`src/rtl/sparse_sel_scheduler.sv`:
```
// Two-level sparse selection scheduler: takes a 16-byte block and its nonzero
// mask, then issues 1-4 beats. Each beat carries group/byte select codes for a
// 16-to-4 mux, so up to four nonzero bytes are gathered per cycle.
module sparse_sel_scheduler #(
    parameter int PERF_W = 32
) (
    input  logic              clk,
    input  logic              rst_n,
    input  logic              in_valid,
    output logic              in_ready,
    input  logic [127:0]      in_data,
    input  logic [15:0]       in_mask,
    output logic              out_valid,
    input  logic              out_ready,
    output logic [127:0]      out_data,
    output logic [3:0]        sel_level0,
    output logic [7:0]        sel_level1,
    output logic [3:0]        out_bvalid,
    output logic [1:0]        out_beat,
    output logic              out_last,
    output logic [PERF_W-1:0] perf_beats
);

    typedef enum logic {S_IDLE, S_ISSUE} state_t;

    // Lowest two set bits of a 4-bit group; unused slots stay index 0 / invalid.
    typedef struct packed {
        logic       v1;
        logic [1:0] i1;
        logic       v0;
        logic [1:0] i0;
    } pick_t;

    function automatic pick_t pick2(input logic [3:0] nib);
        pick_t p;
        p = '0;
        for (int i = 0; i < 4; i++) begin
            if (nib[i]) begin
                if (!p.v0) begin
                    p.v0 = 1'b1;
                    p.i0 = 2'(i);
                end else if (!p.v1) begin
                    p.v1 = 1'b1;
                    p.i1 = 2'(i);
                end
            end
        end
        return p;
    endfunction

    state_t              state_q, state_d;
    logic                valid_q, valid_d;
    logic [127:0]        data_q, data_d;
    logic [15:0]         rem_q, rem_d;
    logic [3:0]          sel0_q, sel0_d;
    logic [7:0]          sel1_q, sel1_d;
    logic [3:0]          bv_q, bv_d;
    logic [1:0]          beat_q, beat_d;
    logic                last_q, last_d;
    logic [PERF_W-1:0]   perf_q, perf_d;

    logic                hs, accept, load;
    logic [15:0]         src;
    logic                found_a, found_b;
    logic [1:0]          ga, gb;
    pick_t               pa, pb;
    logic [15:0]         used;
    logic [3:0]          c_sel0;
    logic [7:0]          c_sel1;
    logic [3:0]          c_bv;
    logic [15:0]         c_rem;

    assign hs       = valid_q && out_ready;
    // A new block may enter while the final beat of the previous one drains.
    assign in_ready = (state_q == S_IDLE) || (hs && last_q);
    assign accept   = in_valid && in_ready;
    // Beat codes come from the fresh mask on accept, otherwise from what is left.
    assign src      = accept ? in_mask : rem_q;

    // Decode one beat from the mask: groups A/B, two bytes from each.
    always_comb begin
        found_a = 1'b0;
        found_b = 1'b0;
        ga      = 2'd0;
        gb      = 2'd0;
        for (int g = 0; g < 4; g++) begin
            if (src[4*g +: 4] != 4'd0) begin
                if (!found_a) begin
                    found_a = 1'b1;
                    ga      = 2'(g);
                end else if (!found_b) begin
                    found_b = 1'b1;
                    gb      = 2'(g);
                end
            end
        end
        pa = pick2(found_a ? src[{ga, 2'b00} +: 4] : 4'd0);
        pb = pick2(found_b ? src[{gb, 2'b00} +: 4] : 4'd0);
        used = '0;
        if (pa.v0) used[{ga, pa.i0}] = 1'b1;
        if (pa.v1) used[{ga, pa.i1}] = 1'b1;
        if (pb.v0) used[{gb, pb.i0}] = 1'b1;
        if (pb.v1) used[{gb, pb.i1}] = 1'b1;
        c_sel0 = {gb, ga};
        c_sel1 = {pb.i1, pb.i0, pa.i1, pa.i0};
        c_bv   = {pb.v1, pb.v0, pa.v1, pa.v0};
        c_rem  = src & ~used;
    end

    // Next-state: accept / advance / retire, plus the saturating beat counter.
    always_comb begin
        state_d = state_q;
        valid_d = valid_q;
        data_d  = data_q;
        rem_d   = rem_q;
        sel0_d  = sel0_q;
        sel1_d  = sel1_q;
        bv_d    = bv_q;
        beat_d  = beat_q;
        last_d  = last_q;
        perf_d  = perf_q;
        load    = 1'b0;

        if (hs && (perf_q != {PERF_W{1'b1}})) perf_d = perf_q + PERF_W'(1);

        case (state_q)
            S_IDLE: begin
                if (accept) begin
                    state_d = S_ISSUE;
                    valid_d = 1'b1;
                    data_d  = in_data;
                    beat_d  = 2'd0;
                    load    = 1'b1;
                end
            end
            S_ISSUE: begin
                if (accept) begin
                    // Back-to-back block: its beat 0 follows with no bubble.
                    data_d = in_data;
                    beat_d = 2'd0;
                    load   = 1'b1;
                end else if (hs) begin
                    if (last_q) begin
                        state_d = S_IDLE;
                        valid_d = 1'b0;
                    end else begin
                        beat_d = beat_q + 2'd1;
                        load   = 1'b1;
                    end
                end
            end
            default: begin
                state_d = S_IDLE;
                valid_d = 1'b0;
            end
        endcase

        if (load) begin
            sel0_d = c_sel0;
            sel1_d = c_sel1;
            bv_d   = c_bv;
            rem_d  = c_rem;
            last_d = (c_rem == 16'd0);
        end
    end

    // State and output registers with synchronous reset.
    always_ff @(posedge clk) begin
        if (!rst_n) begin
            state_q <= S_IDLE;
            valid_q <= 1'b0;
            data_q  <= '0;
            rem_q   <= '0;
            sel0_q  <= '0;
            sel1_q  <= '0;
            bv_q    <= '0;
            beat_q  <= '0;
            last_q  <= 1'b0;
            perf_q  <= '0;
        end else begin
            state_q <= state_d;
            valid_q <= valid_d;
            data_q  <= data_d;
            rem_q   <= rem_d;
            sel0_q  <= sel0_d;
            sel1_q  <= sel1_d;
            bv_q    <= bv_d;
            beat_q  <= beat_d;
            last_q  <= last_d;
            perf_q  <= perf_d;
        end
    end

    assign out_valid  = valid_q;
    assign out_data   = data_q;
    assign sel_level0 = sel0_q;
    assign sel_level1 = sel1_q;
    assign out_bvalid = bv_q;
    assign out_beat   = beat_q;
    assign out_last   = last_q;
    assign perf_beats = perf_q;

endmodule

```
`config.mk`:
```
export PLATFORM = sky130hd
export DESIGN_NAME = sparse_sel_scheduler
export DESIGN_NICKNAME = d
export VERILOG_FILES = /design/src/rtl/sparse_sel_scheduler.sv
export SDC_FILE = /design/constraint.sdc
export NUM_CORES = 1
export LEC_CHECK = 0
export CORE_ASPECT_RATIO = 1.25
export CORE_UTILIZATION = 25
export CTS_BUF_LIST = sky130_fd_sc_hd__clkbuf_8
export DETAILED_ROUTE_END_ITERATION = 16
export GPL_ROUTABILITY_DRIVEN = 0
export SYNTH_ARGS = -nofsm -noshare
export SYNTH_HDL_FRONTEND = slang
export SYNTH_SLANG_ARGS = --single-unit
export TNS_END_PERCENT = 20
```
`constraint.sdc`:
```
create_clock -name clk -period 7.9 [get_ports clk]
set_clock_uncertainty 0.1 [all_clocks]
set_input_delay 2.37 -clock clk [delete_from_list [all_inputs] [get_ports clk]]
set_output_delay 2.37 -clock clk [all_outputs]
set_load 0.01 [all_outputs]
```
==> results of run 1 <==
[synthesized netlist by cell type (11+ instances only)]
| master | number | area share [%] |
|---|---|---|
| o21ai_0 | 36 | 1.9 |
| nor4_1 | 11 | 0.74 |
| nor2_1 | 77 | 3.1 |
| dfxtp_1 | 197 | 42 |
| a211oi_1 | 14 | 1.1 |
| mux2i_1 | 18 | 1.9 |
| nand2_1 | 343 | 14 |
| xor2_1 | 23 | 2.2 |
| a21oi_1 | 177 | 9.5 |
| inv_1 | 15 | 0.60 |
| nand3_1 | 34 | 1.8 |
| clkbuf_1 | 63 | 2.5 |
| ha_1 | 13 | 1.7 |
| nor3_1 | 20 | 1.1 |
[power by group through the flow]
stage	registers, W	logic [W]	clock network, W
finish	0.00109	0.00108	0.000680
global route	0.00110	0.00116	0.000750
CTS	0.00109	0.00106	0.000714
detailed placement	0.00111	0.00106	0
global placement	0.00111	0.00105	0
floorplan	0.00113	0.000608	0
[registers in the layout (all words and copies together) (netlist names)]
signal / count
rem_q: 16
sel_level1: 8
perf_beats: 32
out_bvalid: 4
sel_level0: 4
out_last: 1
out_valid: 1
state_q: 1
out_data: 128
out_beat: 2
[worst reg2reg max path, cell delays in order, from the launching register on]
cell,delay [ns]
dfxtp_1,0.42
or4_4,0.58
o21ai_0,0.32
ha_1,0.34
o41ai_1,0.15
a21oi_1,0.16
a211o_1,0.14
and2_1,0.25
mux2_2,0.36
o21ai_0,0.15
o21a_1,0.22
inv_1,0.09
ha_1,0.23
nor2_1,0.13
or4b_2,0.61
a31oi_1,0.36
a22o_1,0.22
o32ai_1,0.09
a2111oi_1,0.36
nand4_1,0.14
o31ai_1,0.08
[layer usage]
layer | vias to the layer above | global-route usage (%)
met5 | - | 0
li1 | 4817 | -
met1 | 4591 | 20.7
met2 | 478 | 27.7
met4 | 0 | 8.75
met3 | 97 | 5.64
[per-stage QoR]
stage	worst slack, ns	instance area (um2)
6_report	0.503	13600
5_1_grt	0.150	13600
4_1_cts	0.672	13600
3_5_place_dp	0.145	13200
3_3_place_gp	0.286	13200
2_1_floorplan	0.00382	9350
[cells by family after synthesis]
logic type	count (synthesis)
AND/OR/NAND/NOR	546
adder cells (fa/ha/maj)	13
AO/OA/AOI/OAI	314
buffers and inverters	87
XOR/XNOR	30
flip-flops	197
multiplexers	28
[final cells by class]
cell class / count / area [um2]
Antenna cell: 1 / 2.50
Clock buffer: 17 / 234
Clock inverter: 15 / 164
Fill cell: 3753 / 22900
Inverter: 17 / 68.8
Multi-Input combinational cell: 931 / 5090
Sequential cell: 197 / 3940
Tap cell: 480 / 601
Timing Repair Buffer: 359 / 3530
[worst paths after layout]
| path | slack (ns) | to | depth (start not counted) |
|---|---|---|---|
| setup / recovery | 0.50 | out_last | 23 |
| hold / removal | 0.36 | out_data[15] | 2 |
| setup reg to reg | 2.31 | out_last | 20 |
| hold reg to reg | 0.36 | out_data[15] | 2 |
==> summary.md, run 1 <==
| Metric | Value |
|---|---|
| Crit. End Element | `register` |
| Vias per cell | `between 4 and 5` |
| Number of warnings printed during yosys synthesis | `0` |
| CTS H-Tree Depth | `4` |
| DR iter-0 viols | `roughly 750` |
| Crit path arrival time | `between 7 and 8 ns` |
| Number of instances in the placed design | `between 1500 and 2000` |
| Start point of the critical path | `in_valid` |
| I/O Buffers | `328` |
| Design internal power | `around 0.0018 W` |
| Number of cells upsized or downsized after cts | `0` |
| Share of layout cells above drive strength 1 | `about 6.8%` |
| HPWL reported at the end of detailed placement | `25000 um` |
| Routed metal-1 wire length | `around 14000 um` |
| Aggregate global routing overflow | `0` |
| Slowest stage cell, crit path | `or4b_2` |
| Count of final max-slew check failures | `0` |
| Worst setup SP type | `primary input` |
| Uppermost routed layer | `met4` |
| Maximum frequency from static timing analysis | `roughly 140 MHz` |
| Pin count of the biggest net entering global routing | `approximately 140` |
| # IOs | `329` |
| Final Hold Fails | `0` |
| Clock group share of total power | `a little under a quarter` |
| Commonest cells after routing, fill and taps aside | `nand2_1, clkdlybuf4s50_1, dfxtp_1, a21oi_1, nor2_1` |
| Number of core rows | `between 70 and 80` |
| Average wire length per cell after detail routing | `around 17 um` |
| Initial antenna violation count | `1` |
| Total Nets Final | `1684` |
| Wire length of the first global-routing pass | `around 52000 um` |
| Met2 wire len | `between 15000 and 20000 um` |
| Post-Syn Nets | `about 1400` |
| Multiplexer area fraction after synthesis | `3.14%` |
| Vias in the first global route | `between 9000 and 10000` |
| Distinct cell type count after synthesis | `between 80 and 90` |
| Peak ir drop on the vdd network | `between 0.09 and 0.1 mV` |
| Crit-path leading delay family | `compound AO/OA/AOI/OAI gates` |
| Syn avg cell area | `between 7 and 8 um2` |
| Post-layout instance count excluding filler cells | `~2000` |
| Register area share after synthesis | `42.2%` |
| Pleak | `4.85 nW` |
| Worst path buffer plus inverter count | `2` |
| Syn Std Cell Area | `just over 9000 um2` |
| Largest family of logic cells by synthesized area | `simple AND/OR/NAND/NOR gates` |
| Largest incremental delay on the critical path | `between 0.6 and 0.7 ns` |
| XOR/XNOR share of the synthesized area | `2.81%` |
| RSZ-0062 raised after global routing | `no` |
| Worst hold slack | `roughly 0.36 ns` |
| Worst EP required | `a little over 8 ns` |
| Final Total Pwr | `roughly 0.0029 W` |
| Overall die width | `between 150 and 200 um` |
| Post-synthesis share of cell area spent on full adders, half adders and majority gates | `1.74%` |
| Antenna-violating nets left | `0` |
| Number of vias after detailed routing | `between 9000 and 10000` |
| Combinational Power Share | `37.8%` |
| Classification of the worst-slack hold path | `reg -> reg` |
| Actual slew at the worst max-slew pin | `between 1 and 1.5 ns` |
| Core utilization of the finished layout | `37.4%` |
| Total Negative Setup Slacks | `0 ns` |
| Simple-gate portion of the synthesized area | `approximately a quarter` |
| Routed wire length | `34400 um` |
| Setup violators final | `0` |
| Worst reg2reg path startpoint | `rem_q[1]` |
| Longest Clk Path Bufs | `2` |
| Slew Limit Headroom | `~16%` |
| CTS root buffer | `clkbuf_8` |
| GRT Total Usage | `17.3%` |
| Min Clock Period, post-route | `between 7 and 8 ns` |
| CTS buffer count | `17` |
| Critical path type | `in -> reg` |
| Core ar. | `36500 um2` |
| First-pass iteration count of the detailed router | `9` |
| Number of synthesized flops with an enable pin | `0` |
| Power share of the sequential group | `a little under two fifths` |
| Die outline height | `218 um` |
| Synthesized-area fraction occupied by ao, oa, aoi and oai cells | `21.1%` |
| Signed area change from the synthesized netlist to the final layout | `46.0%` |
| Die Footprint | `around 38000 um2` |
| Initial standard-cell utilization of the core | `between 20 and 30%` |
| FFs w/ async S/R, synth | `0%` |
| Most common cell after layout, fill and taps aside | `nand2_1` |
| Switch share | `37.8%` |
| Post-CTS Repair Setup Buffers | `0` |
| Net switching power of the design | `roughly 0.0011 W` |
| Number of DRC violations after detailed routing | `0` |
| Worst-Skew Late Latency | `0.50 ns` |
| Post-synthesis instance total | `around 1200` |
| Routed length on met3 | `around 3100 um` |
| Power per Cell Area | `209 nW/um2` |
| Final cycle utilization of the critical path | `93.6%` |
| Clk slew on worst S/H paths | `~0.10 ns` |
| Result of the run | `finished clean` |
| Total of hold buffers inserted after clock tree synthesis | `0` |
| TritonCTS clock tree | `built` |
| Hold Startpoint | `out_data[15]` |
| Max capacitance violation total | `0` |
| Critical Path Fanout Max | `7` |
| Number of sinks on the clock net | `a little under 200` |
| #FFs+latches synth | `197` |
| Ys flop type | `dfxtp_1` |
| CP cell instances | `clkdlybuf4s50_1 > nand4_1 > nand2_8 > nand2_1 > o21ai_0 > ha_1 > o41ai_1 > a21oi_1 > a211o_1 > and2_1 > mux2_2 > o21ai_0 > o21a_1 > inv_1 > ha_1 > nor2_1 > or4b_2 > a31oi_1 > a22o_1 > o32ai_1 > a2111oi_1 > nand4_1 > o31ai_1` |
(Power assumes the default switching activity.)
==> run 2, diff against run 1 <==
--- a/config.mk
+++ b/config.mk
@@ -10,6 +10,7 @@
 export CTS_BUF_LIST = sky130_fd_sc_hd__clkbuf_8
 export DETAILED_ROUTE_END_ITERATION = 16
 export GPL_ROUTABILITY_DRIVEN = 0
+export HOLD_SLACK_MARGIN = 0.03
 export SYNTH_ARGS = -nofsm -noshare
 export SYNTH_HDL_FRONTEND = slang
 export SYNTH_SLANG_ARGS = --single-unit
==> results of run 2 <==
Final layout, timing and power as in run 1 (identical DEF).
